[src/rtl/pipe_stage_buffer_if.sv]
// Handshake bundle for pipe_stage_buffer: upstream valid/ready/payload,
// downstream valid/ready/payload, hazard/redirect controls and occupancy.
interface pipe_stage_buffer_if #(
  parameter int DATA_W = 32,
  parameter int CTRL_W = 27
);
  logic              flush;
  logic              bubble;
  logic              in_valid;
  logic              in_ready;
  logic [DATA_W-1:0] in_data;
  logic [CTRL_W-1:0] in_ctrl;
  logic              out_valid;
  logic              out_ready;
  logic [DATA_W-1:0] out_data;
  logic [CTRL_W-1:0] out_ctrl;
  logic [1:0]        occupancy;

  // master drives the stage (upstream producer + downstream consumer side)
  modport master (
    output flush, bubble, in_valid, in_data, in_ctrl, out_ready,
    input  in_ready, out_valid, out_data, out_ctrl, occupancy
  );

  modport slave (
    input  flush, bubble, in_valid, in_data, in_ctrl, out_ready,
    output in_ready, out_valid, out_data, out_ctrl, occupancy
  );
endinterface

[src/rtl/pipe_stage_buffer.sv]
// Registered pipeline stage boundary with a 2-entry (head + skid) buffer,
// valid/ready handshake, hazard bubble insertion and synchronous flush.
module pipe_stage_buffer #(
  parameter int              DATA_W      = 32,
  parameter int              CTRL_W      = 27,
  parameter logic [CTRL_W-1:0] BUBBLE_CTRL = '0
) (
  input logic            clk,
  input logic            reset,
  pipe_stage_buffer_if.slave bus
);

  typedef enum logic [1:0] {
    S_EMPTY = 2'd0,
    S_ONE   = 2'd1,
    S_FULL  = 2'd2
  } state_t;

  state_t            state, state_next;
  logic [DATA_W-1:0] head_data, skid_data, wr_data;
  logic [CTRL_W-1:0] head_ctrl, skid_ctrl, wr_ctrl;
  logic              in_ready, out_valid;
  logic              push, bubble_push, push_any, pop;
  logic              head_we, skid_we;

  // Handshake decode; flush discards every push and pop in its cycle.
  always_comb begin
    in_ready    = !reset && !bus.flush && !bus.bubble && (state != S_FULL);
    out_valid   = (state != S_EMPTY);
    push        = bus.in_valid && in_ready;
    bubble_push = bus.bubble && !bus.flush && (state != S_FULL);
    push_any    = push || bubble_push;
    pop         = out_valid && bus.out_ready && !bus.flush;
    wr_data     = bubble_push ? '0 : bus.in_data;
    wr_ctrl     = bubble_push ? BUBBLE_CTRL : bus.in_ctrl;
  end

  // NOTE: sequential state uses non-blocking assignments so every flop samples
  // pre-edge values regardless of process ordering.
  always_ff @(posedge clk or posedge reset) begin
    if (reset) state <= S_EMPTY;
    else       state <= state_next;
  end

  always_comb begin
    state_next = state;
    if (bus.flush) begin
      state_next = S_EMPTY;
    end else begin
      unique case (state)
        S_EMPTY: if (push_any) state_next = S_ONE;
        S_ONE: begin
          if (push_any && !pop)      state_next = S_FULL;
          else if (!push_any && pop) state_next = S_EMPTY;
        end
        S_FULL:  if (pop) state_next = S_ONE;
        default: state_next = S_EMPTY;
      endcase
    end
  end

  // New entries land in head when it is free (or freed this cycle), else in skid.
  always_comb begin
    head_we = !bus.flush &&
              ((state == S_EMPTY && push_any) ||
               (state == S_ONE   && push_any && pop) ||
               (state == S_FULL  && pop));
    skid_we = !bus.flush && (state == S_ONE) && push_any && !pop;
  end

  // NOTE: payload slots are not reset; the outputs are masked by out_valid,
  // so stale slot contents are never observable.
  always_ff @(posedge clk) begin
    if (head_we) begin
      head_data <= (state == S_FULL) ? skid_data : wr_data;
      head_ctrl <= (state == S_FULL) ? skid_ctrl : wr_ctrl;
    end
    if (skid_we) begin
      skid_data <= wr_data;
      skid_ctrl <= wr_ctrl;
    end
  end

  always_comb begin
    bus.in_ready  = in_ready;
    bus.out_valid = out_valid;
    bus.out_data  = out_valid ? head_data : '0;
    bus.out_ctrl  = out_valid ? head_ctrl : BUBBLE_CTRL;
    bus.occupancy = state;
  end

endmodule

[src/flat_wrapper.sv]
// flat-port wrapper written by rule: the top's interface ports become plain ports
module pipe_stage_buffer_flat 
#(
  parameter int              DATA_W      = 32,
  parameter int              CTRL_W      = 27,
  parameter logic [CTRL_W-1:0] BUBBLE_CTRL = '0
)
  (clk, reset, bus_flush, bus_bubble, bus_in_valid, bus_in_data, bus_in_ctrl, bus_out_ready, bus_in_ready, bus_out_valid, bus_out_data, bus_out_ctrl, bus_occupancy);
  pipe_stage_buffer_if #(.DATA_W(DATA_W), .CTRL_W(CTRL_W)) bus_i ();
  input logic clk;
  input logic reset;
  input wire logic [$bits(bus_i.flush)-1:0] bus_flush;
  input wire logic [$bits(bus_i.bubble)-1:0] bus_bubble;
  input wire logic [$bits(bus_i.in_valid)-1:0] bus_in_valid;
  input wire logic [$bits(bus_i.in_data)-1:0] bus_in_data;
  input wire logic [$bits(bus_i.in_ctrl)-1:0] bus_in_ctrl;
  input wire logic [$bits(bus_i.out_ready)-1:0] bus_out_ready;
  output wire logic [$bits(bus_i.in_ready)-1:0] bus_in_ready;
  output wire logic [$bits(bus_i.out_valid)-1:0] bus_out_valid;
  output wire logic [$bits(bus_i.out_data)-1:0] bus_out_data;
  output wire logic [$bits(bus_i.out_ctrl)-1:0] bus_out_ctrl;
  output wire logic [$bits(bus_i.occupancy)-1:0] bus_occupancy;
  assign bus_i.flush = bus_flush;
  assign bus_i.bubble = bus_bubble;
  assign bus_i.in_valid = bus_in_valid;
  assign bus_i.in_data = bus_in_data;
  assign bus_i.in_ctrl = bus_in_ctrl;
  assign bus_i.out_ready = bus_out_ready;
  assign bus_in_ready = bus_i.in_ready;
  assign bus_out_valid = bus_i.out_valid;
  assign bus_out_data = bus_i.out_data;
  assign bus_out_ctrl = bus_i.out_ctrl;
  assign bus_occupancy = bus_i.occupancy;
  pipe_stage_buffer #(.DATA_W(DATA_W), .CTRL_W(CTRL_W), .BUBBLE_CTRL(BUBBLE_CTRL)) u_core (.clk(clk), .reset(reset), .bus(bus_i));
endmodule
[config.mk]
export PLATFORM = sky130hd
export DESIGN_NAME = pipe_stage_buffer_flat
export DESIGN_NICKNAME = d
export VERILOG_FILES = /design/src/rtl/pipe_stage_buffer_if.sv /design/src/rtl/pipe_stage_buffer.sv /design/src/flat_wrapper.sv
export SDC_FILE = /design/constraint.sdc
export NUM_CORES = 1
export LEC_CHECK = 0
export BUFFER_PORTS_ARGS = -buffer_cell sky130_fd_sc_hd__buf_2
export CAP_MARGIN = 30
export CORE_ASPECT_RATIO = 1.75
export CORE_MARGIN = 2
export CORE_UTILIZATION = 45
export DETAILED_ROUTE_END_ITERATION = 8
export GPL_ROUTABILITY_DRIVEN = 0
export PLACE_DENSITY = 0.75
export REMOVE_ABC_BUFFERS = 1
export SYNTH_ARGS = -nofsm -noshare
export SYNTH_HDL_FRONTEND = slang
export SYNTH_SLANG_ARGS = --single-unit
[constraint.sdc]
create_clock -name clk -period 15.2 [get_ports clk]
set_input_delay 0 -clock clk [delete_from_list [all_inputs] [get_ports clk]]
set_output_delay 0 -clock clk [all_outputs]
set_load 0.01 [all_outputs]
==> qor.csv <==
stage,metric,value,unit
cells_and_area,final_cell_mix,"127 x buf_2, 119 x nand2_1, 118 x edfxtp_1, 64 x dlygate4sd3_1, 62 x nor2b_1",
status,status,"finished, final reports clean",
sta,worst_pin_slew,0.8323,ns
pwr,vdd_drop_max,0.07875,mV
synth,synth-seq-cells,120,
detailed_routing,drc,0,
die,die_area,0.01289,mm²
sta,clock.fmax,0.3593,GHz
global_route,grt_usage,19.15,%
setup_path,crit_family,simple AND/OR/NAND/NOR gates,
cells_and_area,fin_nets,719,
setup_path,cp-end-kind,register,
sta,finalSetupTns,0,ns
placement,dp_hpwl,6775,µm
die,start_util,46.23,%
sta,slew_violations,0,
synth,seq_area_frac_synth,66.74,%
setup_path,crit_fanout,61,
setup_path,critPathBufInv,1,
pwr,p_leak,3.018,nW
setup_path,critical_path_required,15.54,ns
synth,yosys_warnings,0,
placement,portBuffers,127,
cells_and_area,final.fill_count,881,
detailed_routing,wire_per_inst,15.05,µm
sta,fin_crit_sh,18.31,%
clocking,path_clk_slew,0.05,ns
pwr,powerDensity,122.7,mW/mm²
sta,min_period,2.784,ns
detailed_routing,ant_nets,0,
clocking,cts_sinks,120,
setup_path,crit_type,register to register,
synth,synth_area_leader_cell,edfxtp_1,
setup_path,path_cells,or2_2 -> nand3b_1 -> ha_1 -> nand3b_1 -> o22a_1 -> nor2_1 -> dlygate4sd3_1,
clocking,cts_resized,0,
synth,synth_area_per_cell,11.43,µm²
sta,hold_violations,0,
synth,yosys.area.top_type_share,65.81,%
die,rows,52,
clocking,ctsHoldBuffers,64,
synth,ys_top_cells_by_area,"edfxtp_1 66%, nand2_1 8.3%, nor2b_1 7.3%, and2_1 6.9%, o21ai_0 4.6%",
global_route,overflow,0,
setup_path,cpMostUsedCell,nand3b_1,
die,die_w,86.69,µm
setup_path,startpoint_type,register,
setup_path,cpPeakStageDelay,0.72,ns
detailed_routing,first_iter_violations,244,
clocking,root_buffer,clkbuf_16,
clocking,postCtsSetupBuffers,0,
clocking,htreeDepth,4,
pwr,report.power.total,0.0009086,W
global_route,grt_max_degree,119,
sta,finClkSkew,0.004435,ns
global_route,antenna_found_initial,0,
synth,syn_inst,471,
sta,setup_viol,0,
clocking,cts-buffers-inserted,17,
die,design.core.area,0.01165,mm²
min_path,hold_path.class,input pin to register,
detailed_routing,drt-total-wl,12060,µm
job,max_cap_viol_count,0,
synth,synth_area,0.005384,mm²
global_route,grt_pass1_vias,3945,
die,ios,128,
clocking,tritoncts,built,
sta,rsz0062_at_grt,false,
clocking,clock_latency,0.40,ns
synth,yosysUniqueCellTypes,24,
detailed_routing,vias_per_cell,4.968,
die,die-height,148.7,µm
setup_path,crit_slowest_cell,or2_2,
cells_and_area,syn_to_final_growth,37.53,%
cells_and_area,drive_gt1_share,25.23,%
cells_and_area,antenna_cells,0,
detailed_routing,firstDrtPassIters,5,
cells_and_area,layout_commonest_cell,buf_2,
sta,maxSlewHeadroom,44.52,%
global_route,grt_pass1_wl,18880,µm
detailed_routing,vias,3979,
clocking,cts_max_path_buffers,2,
setup_path,crit_arrival,3.12,ns
[cell type report]
class                      count  area (µm²)  area share (%)
multi-input combinational    316        1662           22.44
inverter                       1       3.754         0.05069
tap                          135       168.9           2.281
clock inverter                13       202.7           2.737
sequential                   120        3593           48.53
timing repair buffer         197        1341           18.11
clock buffer                  19       432.9           5.847
[worst reg2reg max path, delay by kind of cell (launching register included)]
family,cells,cell delay (ns)
and+or+nand+nor,4,1.13
DFF,1,0.48
AOI/OAI and AO/OA,1,0.21
adders and majority gates,1,0.34
buffers and inverters,1,0.56
[sequential cells by signal, indices dropped and copies added (netlist names)]
signal / count
u_core.head_data: 32
u_core.head_ctrl: 27
u_core.skid_data: 32
u_core.skid_ctrl: 27
u_core.bus.occupancy: 2
[cell usage after synthesis]
cell type / n
nand3b_1: 2
buf_2: 5
ha_1: 1
nor4_1: 1
dfrtp_1: 2
buf_4: 1
clkbuf_1: 21
buf_6: 2
clkbuf_2: 5
edfxtp_1: 118
or2_2: 2
o21ai_0: 50
o22a_1: 1
nor3b_1: 1
nor2b_1: 63
inv_1: 1
nor2_1: 2
nand2b_1: 1
o32ai_1: 2
nand2_1: 119
and2_1: 59
o21ai_1: 9
nor3_1: 2
nor3b_4: 1
[kinds of logic (layout without fill, tap and decap cells)]
logic type,Yosys count,after routing,share of synthesized area (%)
DFF,120,120,66.74
buffers and inverters,35,230,3.021
and+or+nand+nor,253,253,24.03
AOI/OAI and AO/OA,62,62,5.973
adders and majority gates,1,1,0.2324
[through the flow]
step / hold slack, ns / setup slack, ns / area (µm²) / std cells / util [%]
2_1_floorplan: -0.2588 / 8.929 / 5225 / 437 / -
3_3_place_gp: -0.1296 / 12.66 / 6101 / 704 / 52.39
3_5_place_dp: -0.1154 / 12.57 / 6101 / 704 / 52.39
4_1_cts: 0.08547 / 12.37 / 7377 / 800 / 63.34
5_1_grt: 0.1445 / 12.18 / 7405 / 801 / 63.58
6_report: 0.1129 / 12.42 / 7405 / 801 / 63.58
[final timing paths]
check / startpoint / to / slack, ns / cells after the start
max: u_core.bus.occupancy[0] / u_core.bus.occupancy[1] / 12.42 / 7
min: bus_bubble / u_core.bus.occupancy[0] / 0.11 / 3
max reg2reg: u_core.bus.occupancy[0] / u_core.bus.occupancy[1] / 12.42 / 7
min reg2reg: u_core.skid_ctrl[17] / u_core.head_ctrl[17] / 0.52 / 2
max in group asynchronous: reset / u_core.bus.occupancy[1] / 14.50 / 4
min in group asynchronous: reset / u_core.bus.occupancy[0] / 0.58 / 4
[layer usage]
| layer | track usage, % | part of all wire, % |
|---|---|---|
| met5 | 0 | 0 |
| met4 | 10.23 | 3.9 |
| met3 | 4.883 | 4.6 |
| met2 | 32.19 | 53 |
| met1 | 22.08 | 39 |
[where the power goes]
group	internal, W	switching, W
sequential	0.000384	0.00000420
clock	0.000290	0.000137
combinational	0.0000437	0.0000496
total	0.000718	0.000191
(Power assumes the default switching activity.)
